<file path="src/rtl/plab2_proc_regfile_writeback_pkg.sv">
// Shared definitions for the register-file writeback slice: regfile geometry,
// source identifiers and the queued-write entry format.
package plab2_proc_regfile_writeback_pkg;

    localparam int PLAB2_RF_NREGS = 32;
    localparam int PLAB2_RF_ABITS = 5;
    localparam int PLAB2_DATA_W   = 32;

    typedef enum logic {
        WB_SRC_PIPE = 1'b0,
        WB_SRC_LONG = 1'b1
    } wb_src_t;

    typedef struct packed {
        logic [PLAB2_RF_ABITS-1:0] addr;
        logic [PLAB2_DATA_W-1:0]   data;
    } wb_entry_t;

    function automatic logic [PLAB2_RF_NREGS-1:0] addr_onehot(input logic [PLAB2_RF_ABITS-1:0] a);
        addr_onehot    = '0;
        addr_onehot[a] = 1'b1;
    endfunction

endpackage

</file>
<file path="src/rtl/plab2_proc_wb_queue.sv">
// Per-source writeback FIFO. Writes to r0 are accepted but never stored, and
// every slot exposes its valid bit and address for pending-write mask building.
module plab2_proc_wb_queue
    import plab2_proc_regfile_writeback_pkg::*;
#(
    parameter int p_depth = 2
) (
    input  logic                                        clk,
    input  logic                                        reset,
    input  logic                                        i_enq_val,
    output logic                                        o_enq_rdy,
    input  wb_entry_t                                   i_enq_ent,
    output logic                                        o_deq_val,
    input  logic                                        i_deq_pop,
    output wb_entry_t                                   o_deq_ent,
    output logic [p_depth-1:0]                          o_ent_val,
    output logic [p_depth-1:0][PLAB2_RF_ABITS-1:0]      o_ent_addr
);

    localparam int PW = (p_depth > 1) ? $clog2(p_depth) : 1;

    logic [p_depth-1:0] r_val;
    wb_entry_t          r_ent [p_depth];
    logic [PW-1:0]      r_head;
    logic [PW-1:0]      r_tail;
    logic               w_push;
    logic               w_pop;

    function automatic logic [PW-1:0] ptr_next(input logic [PW-1:0] p);
        if (p == PW'(p_depth - 1)) begin
            ptr_next = '0;
        end else begin
            ptr_next = p + 1'b1;
        end
    endfunction

    // Ready depends only on registered occupancy, so a pop never frees room
    // for a push in the same cycle.
    assign o_enq_rdy = ~&r_val;
    assign o_deq_val = r_val[r_head];
    assign o_deq_ent = r_ent[r_head];
    assign o_ent_val = r_val;
    assign w_push    = i_enq_val && o_enq_rdy && (i_enq_ent.addr != '0);
    assign w_pop     = i_deq_pop && o_deq_val;

    always_comb begin
        o_ent_addr = '0;
        for (int i = 0; i < p_depth; i++) begin
            o_ent_addr[i] = r_ent[i].addr;
        end
    end

    always_ff @(posedge clk or negedge reset) begin
        if (!reset) begin
            r_val  <= '0;
            r_head <= '0;
            r_tail <= '0;
        end else begin
            if (w_pop) begin
                r_val[r_head] <= 1'b0;
                r_head        <= ptr_next(r_head);
            end
            if (w_push) begin
                r_val[r_tail] <= 1'b1;
                r_tail        <= ptr_next(r_tail);
            end
        end
    end

    always_ff @(posedge clk) begin
        if (w_push) begin
            r_ent[r_tail] <= i_enq_ent;
        end
    end

endmodule

</file>
<file path="src/rtl/plab2_proc_regfile_writeback.sv">
// Write side of the r0-hardwired register file: buffers two result sources,
// arbitrates them onto one write port and publishes a pending-write mask.
module plab2_proc_regfile_writeback
    import plab2_proc_regfile_writeback_pkg::*;
#(
    parameter int p_depth  = 2,
    parameter int p_starve = 4
) (
    input  logic                      clk,
    input  logic                      reset,
    input  logic                      domain,
    input  logic                      s0_val,
    output logic                      s0_rdy,
    input  logic [PLAB2_RF_ABITS-1:0] s0_addr,
    input  logic [PLAB2_DATA_W-1:0]   s0_data,
    input  logic                      s1_val,
    output logic                      s1_rdy,
    input  logic [PLAB2_RF_ABITS-1:0] s1_addr,
    input  logic [PLAB2_DATA_W-1:0]   s1_data,
    output logic                      rf_wen,
    output logic [PLAB2_RF_ABITS-1:0] rf_waddr,
    output logic [PLAB2_DATA_W-1:0]   rf_wdata,
    output logic [PLAB2_RF_NREGS-1:0] pend_mask,
    output logic                      busy
);

    localparam int SW = $clog2(p_starve + 1);

    logic                                   r_live;
    logic [SW-1:0]                          r_starve;
    logic                                   r_wen;
    logic [PLAB2_RF_ABITS-1:0]              r_waddr;
    logic [PLAB2_DATA_W-1:0]                r_wdata;

    logic                                   w_q0_rdy, w_q1_rdy;
    logic                                   w_q0_val, w_q1_val;
    wb_entry_t                              w_q0_ent, w_q1_ent;
    logic [p_depth-1:0]                     w_q0_ev, w_q1_ev;
    logic [p_depth-1:0][PLAB2_RF_ABITS-1:0] w_q0_ea, w_q1_ea;
    logic                                   w_win;
    wb_src_t                                w_sel;
    wb_entry_t                              w_win_ent;
    logic                                   w_pop0, w_pop1;
    logic [PLAB2_RF_NREGS-1:0]              w_mask;

    // Valid/ready: a source transfers on a rising edge where its val and rdy
    // are both high; rdy is held low until the first edge after reset release.
    assign s0_rdy = r_live && w_q0_rdy;
    assign s1_rdy = r_live && w_q1_rdy;

    plab2_proc_wb_queue #(.p_depth(p_depth)) u_q0 (
        .clk        (clk),
        .reset      (reset),
        .i_enq_val  (s0_val && r_live),
        .o_enq_rdy  (w_q0_rdy),
        .i_enq_ent  ({s0_addr, s0_data}),
        .o_deq_val  (w_q0_val),
        .i_deq_pop  (w_pop0),
        .o_deq_ent  (w_q0_ent),
        .o_ent_val  (w_q0_ev),
        .o_ent_addr (w_q0_ea)
    );

    plab2_proc_wb_queue #(.p_depth(p_depth)) u_q1 (
        .clk        (clk),
        .reset      (reset),
        .i_enq_val  (s1_val && r_live),
        .o_enq_rdy  (w_q1_rdy),
        .i_enq_ent  ({s1_addr, s1_data}),
        .o_deq_val  (w_q1_val),
        .i_deq_pop  (w_pop1),
        .o_deq_ent  (w_q1_ent),
        .o_ent_val  (w_q1_ev),
        .o_ent_addr (w_q1_ea)
    );

    // The pipeline source has priority unless the long-latency source has lost
    // p_starve times in a row.
    always_comb begin
        w_win = 1'b0;
        w_sel = WB_SRC_PIPE;
        if (w_q1_val && (!w_q0_val || r_starve == SW'(p_starve))) begin
            w_win = 1'b1;
            w_sel = WB_SRC_LONG;
        end else if (w_q0_val) begin
            w_win = 1'b1;
            w_sel = WB_SRC_PIPE;
        end
    end

    assign w_pop0    = w_win && (w_sel == WB_SRC_PIPE);
    assign w_pop1    = w_win && (w_sel == WB_SRC_LONG);
    assign w_win_ent = (w_sel == WB_SRC_LONG) ? w_q1_ent : w_q0_ent;

    always_ff @(posedge clk or negedge reset) begin
        if (!reset) begin
            r_live   <= 1'b0;
            r_starve <= '0;
            r_wen    <= 1'b0;
            r_waddr  <= '0;
            r_wdata  <= '0;
        end else begin
            r_live <= 1'b1;
            if (!w_q1_val || w_pop1) begin
                r_starve <= '0;
            end else begin
                r_starve <= r_starve + 1'b1;
            end
            r_wen <= w_win;
            if (w_win) begin
                r_waddr <= w_win_ent.addr;
                r_wdata <= w_win_ent.data;
            end
        end
    end

    always_comb begin
        w_mask = '0;
        for (int i = 0; i < p_depth; i++) begin
            if (w_q0_ev[i]) w_mask = w_mask | addr_onehot(w_q0_ea[i]);
            if (w_q1_ev[i]) w_mask = w_mask | addr_onehot(w_q1_ea[i]);
        end
        if (r_wen) w_mask = w_mask | addr_onehot(r_waddr);
    end

    assign rf_wen    = r_wen;
    assign rf_waddr  = r_waddr;
    assign rf_wdata  = r_wdata;
    assign pend_mask = w_mask;
    assign busy      = |w_mask;

    // All labelled data in flight belongs to one domain; it may not switch
    // underneath queued writes.
    a_domain_stable : assert property (@(posedge clk) disable iff (!reset) busy |-> $stable(domain));

endmodule

</file>
<file path="config.mk">
export PLATFORM = sky130hd
export DESIGN_NAME = plab2_proc_regfile_writeback
export DESIGN_NICKNAME = d
export VERILOG_FILES = /design/src/rtl/plab2_proc_regfile_writeback_pkg.sv /design/src/rtl/plab2_proc_wb_queue.sv /design/src/rtl/plab2_proc_regfile_writeback.sv
export SDC_FILE = /design/constraint.sdc
export NUM_CORES = 1
export LEC_CHECK = 0
export BUFFER_PORTS_ARGS = -buffer_cell sky130_fd_sc_hd__buf_2
export CAP_MARGIN = 40
export CORE_AREA = 2 2 130 120
export CTS_CLUSTER_SIZE = 30
export DETAILED_ROUTE_END_ITERATION = 12
export DIE_AREA = 0 0 132 122
export PLACE_DENSITY = 0.83
export SLEW_MARGIN = 15
export SYNTH_ARGS = -nofsm -noshare
export SYNTH_HDL_FRONTEND = slang
export SYNTH_SLANG_ARGS = --single-unit
</file>
<file path="constraint.sdc">
create_clock -name clk -period 5.53 [get_ports clk]
set_input_delay 0.553 -clock clk [delete_from_list [all_inputs] [get_ports clk]]
set_output_delay 0.553 -clock clk [all_outputs]
set_load 0.005 [all_outputs]
</file>
==> impl_metrics.yaml <==
setup_path:
  r2r_start: "u_q1.r_head"
  startpoint_type: "flip-flop"
  worstSetupPathType: "flip-flop to output pin"
  r2r_cells: 7
  slowest_delay_ns: 0.51
  cpMaxStageDelayCell: "dfrtp_1"
  critPathMaxFanout: 9
  cp_num_buf_inv: 1
  cp.required_ns: 4.98
  critical-path-top-delay-family: "simple AND/OR/NAND/NOR gates"
  worstPathArrival_ns: 3.10
  cp-end-kind: "output pin"
  ff2ff_setup_slack_ns: 2.66
  path_cells: "or3b_1, o22ai_1, or3_1, or4_1, nor4_1, nand4_1, buf_2"
  rr_endpoint: "rf_wdata[25]"
routing:
  drc: 0
  ant_nets: 0
  finalWirelength_um: 21800
  detail_route.wl_per_cell_um: 20.63
  vias_per_cell: 6.062
  drt-initial-drc-count: 620
  vias: 6408
  first_pass_iters: 5
floorplan:
  die_y_um: 122
  placementRows: 43
  coreArea_mm2: 0.01490
  die_area_mm2: 0.01610
  start_util: 0.5932
  die_w_um: 132
  ios: 152
placement:
  hpwl_um: 14740
  portBuffers: 150
  gp_congestion: 0.9533
  dpl_cell_area_mm2: 0.009852
logic_synthesis:
  synthTopCellsByArea: "edfxtp_1, dfrtp_1, mux2_2"
  synth_area_per_cell_um2: 12.65
  synthTopCellsByCount: "edfxtp_1, nor2_1, o22ai_1"
  netlist_instances: 699
  yosysTopAreaCellShare: 0.5027
  ys_warn_count: 0
  seq_area_frac_synth: 0.6442
  synth-edff-count: 148
  synth_cell_types: 39
  yosysTopAreaCell: "edfxtp_1"
  synthFlopType: "edfxtp_1"
  synth_area_mm2: 0.008841
  async_flop_share: 0.2525
  synth-seq-cells: 198
  synth_most_common_cell: "edfxtp_1"
  syn-num-nets: 780
sta:
  relSlewSlack: 0.4686
  clock-skew-final_ns: 0.01101
  tightest_slew_ns: 0.7953
  finalCritPeriodShare: 0.6612
  max_freq_ghz: 0.2735
  grt_setup_unrepaired: "false"
  hold_viol: 0
  fin_crit_ns: 3.656
  finalSetupTns_ns: 0
  slew_violations: 0
  setup_viol: 0
global_routing:
  globalRouteOverflowTotal: 0
  grt_pass1_wl_um: 33200
  antenna_found_initial: 0
  track_usage: 0.2689
  grt_pass1_vias: 6406
  grt_max_degree: 51
cts:
  post_cts_resize_count: 0
  clockRootBuffer: "clkbuf_16"
  cts_sinks: 198
  post-cts-setup-buffers: 0
  path_clk_slew_ns: 0.07
  numCtsBuffers: 17
  insertion_delay_ns: 0.43
  cts_tree: "yes"
  postCtsHoldBufs: 0
  clk_path_buf_depth: 2
  h-tree-depth: 4
final_layout:
  areaGrowthSynthToFinish_pct: 18.34
  postLayoutCellArea_mm2: 0.01046
  nets: 923
  drive_gt1_frac: 0.3018
  fillers: 1050
  n_antenna_cell: 0
power_and_ir_drop:
  pwr_density_cell_mw_per_mm2: 489.4
  peakVddDrop_v: 0.0003729
  power_leakage_nw: 4.227
status:
  status: "finished, final reports clean"
job:
  maxCapViolCount: 0
worst_hold_path:
  hp-class: "primary input to async pin"
kinds of logic after synthesis:
kind of cell | after synthesis | synth area share
other | 1 | 0.0004242
flip-flops | 198 | 0.6442
multiplexers | 77 | 0.09256
XOR/XNOR | 3 | 0.002973
AO/OA/AOI/OAI | 154 | 0.1015
adder cells (fa/ha/maj) | 2 | 0.002830
AND/OR/NAND/NOR | 224 | 0.1346
buffers and inverters | 40 | 0.02094
cell type report:
| cell class | count | area (µm²) | area share |
|---|---|---|---|
| Sequential cell | 198 | 5698 | 0.5446 |
| Multi-Input combinational cell | 461 | 2999 | 0.2867 |
| Timing Repair Buffer | 159 | 883.3 | 0.08443 |
| Clock buffer | 18 | 429.2 | 0.04102 |
| Tap cell | 202 | 252.7 | 0.02416 |
| Clock inverter | 14 | 181.4 | 0.01734 |
| Inverter | 5 | 18.77 | 0.001794 |
stage by stage:
| stage | setup slack [ns] | hold slack [ns] | utilization | total power, W | cells |
|---|---|---|---|---|---|
| finish | 1.874 | 0.2749 | 0.7020 | 0.005120 | 1057 |
| global placement | 2.263 | 0.4414 | 0.6547 | 0.003737 | 1021 |
| CTS | 1.830 | 0.2796 | 0.7020 | 0.005140 | 1057 |
| global route | 1.642 | 0.2936 | 0.7020 | 0.005398 | 1057 |
| detailed placement | 2.303 | 0.4677 | 0.6611 | 0.003879 | 1025 |
| floorplan | 2.509 | 0.2574 | - | 0.003251 | 699 |
how the worst max path moves through the flow:
stage	from	to	slack, ns	cells past startpoint
floorplan	u_q0.o_ent_val[1]	u_q0.r_ent[1][0]	2.51	4
global placement	u_q1.o_ent_val[1]	busy	2.26	7
detailed placement	u_q1.o_ent_val[1]	busy	2.30	7
CTS	u_q1.o_ent_val[1]	busy	1.83	7
global route	u_q1.o_ent_val[0]	busy	1.64	7
finish	u_q1.o_ent_val[1]	busy	1.87	7
flip-flops by register name, indices dropped and copies added (netlist names), 2 cells and up:
register,count
r_starve,3
rf_waddr,5
rf_wdata,32
u_q0.o_ent_val,2
u_q0.r_ent,74
u_q1.o_ent_val,2
u_q1.r_ent,74
power breakdown:
part	leakage (nW)	internal, W	switching [W]	total, W
combinational	1.96	0.000671	0.00102	0.00169
sequential	1.97	0.00193	0.000241	0.00217
clock	0.294	0.000691	0.000571	0.00126
total	4.23	0.00329	0.00183	0.00512
metal layers:
layer | share of wire | track usage
met1 | 0.42 | 0.3488
met2 | 0.50 | 0.4544
met5 | 0 | 0
met3 | 0.062 | 0.05535
met4 | 0.018 | 0.09783
cells in the final DEF, fill, tap and decap left out, types with 3 or more instances in the layout:
cell,synthesis,layout
a21oi_1,40,40
buf_2,4,150
buf_4,2,5
clkbuf_16,0,17
dfrtp_1,50,48
edfxtp_1,148,148
inv_1,5,5
inv_6,0,4
inv_8,0,3
mux2_2,38,38
mux2i_1,39,39
nand2_1,41,41
nand3_1,9,9
nand3b_1,22,22
nand3b_2,3,3
nor2_1,86,81
nor2_4,0,5
nor4_1,3,3
o21ai_0,41,41
o221ai_1,10,10
o22ai_1,54,54
or3_1,25,25
or3b_1,6,6
or3b_2,14,14
or4_1,7,7
xnor2_1,3,3
No activity file was read; power rests on OpenSTA's default activity.
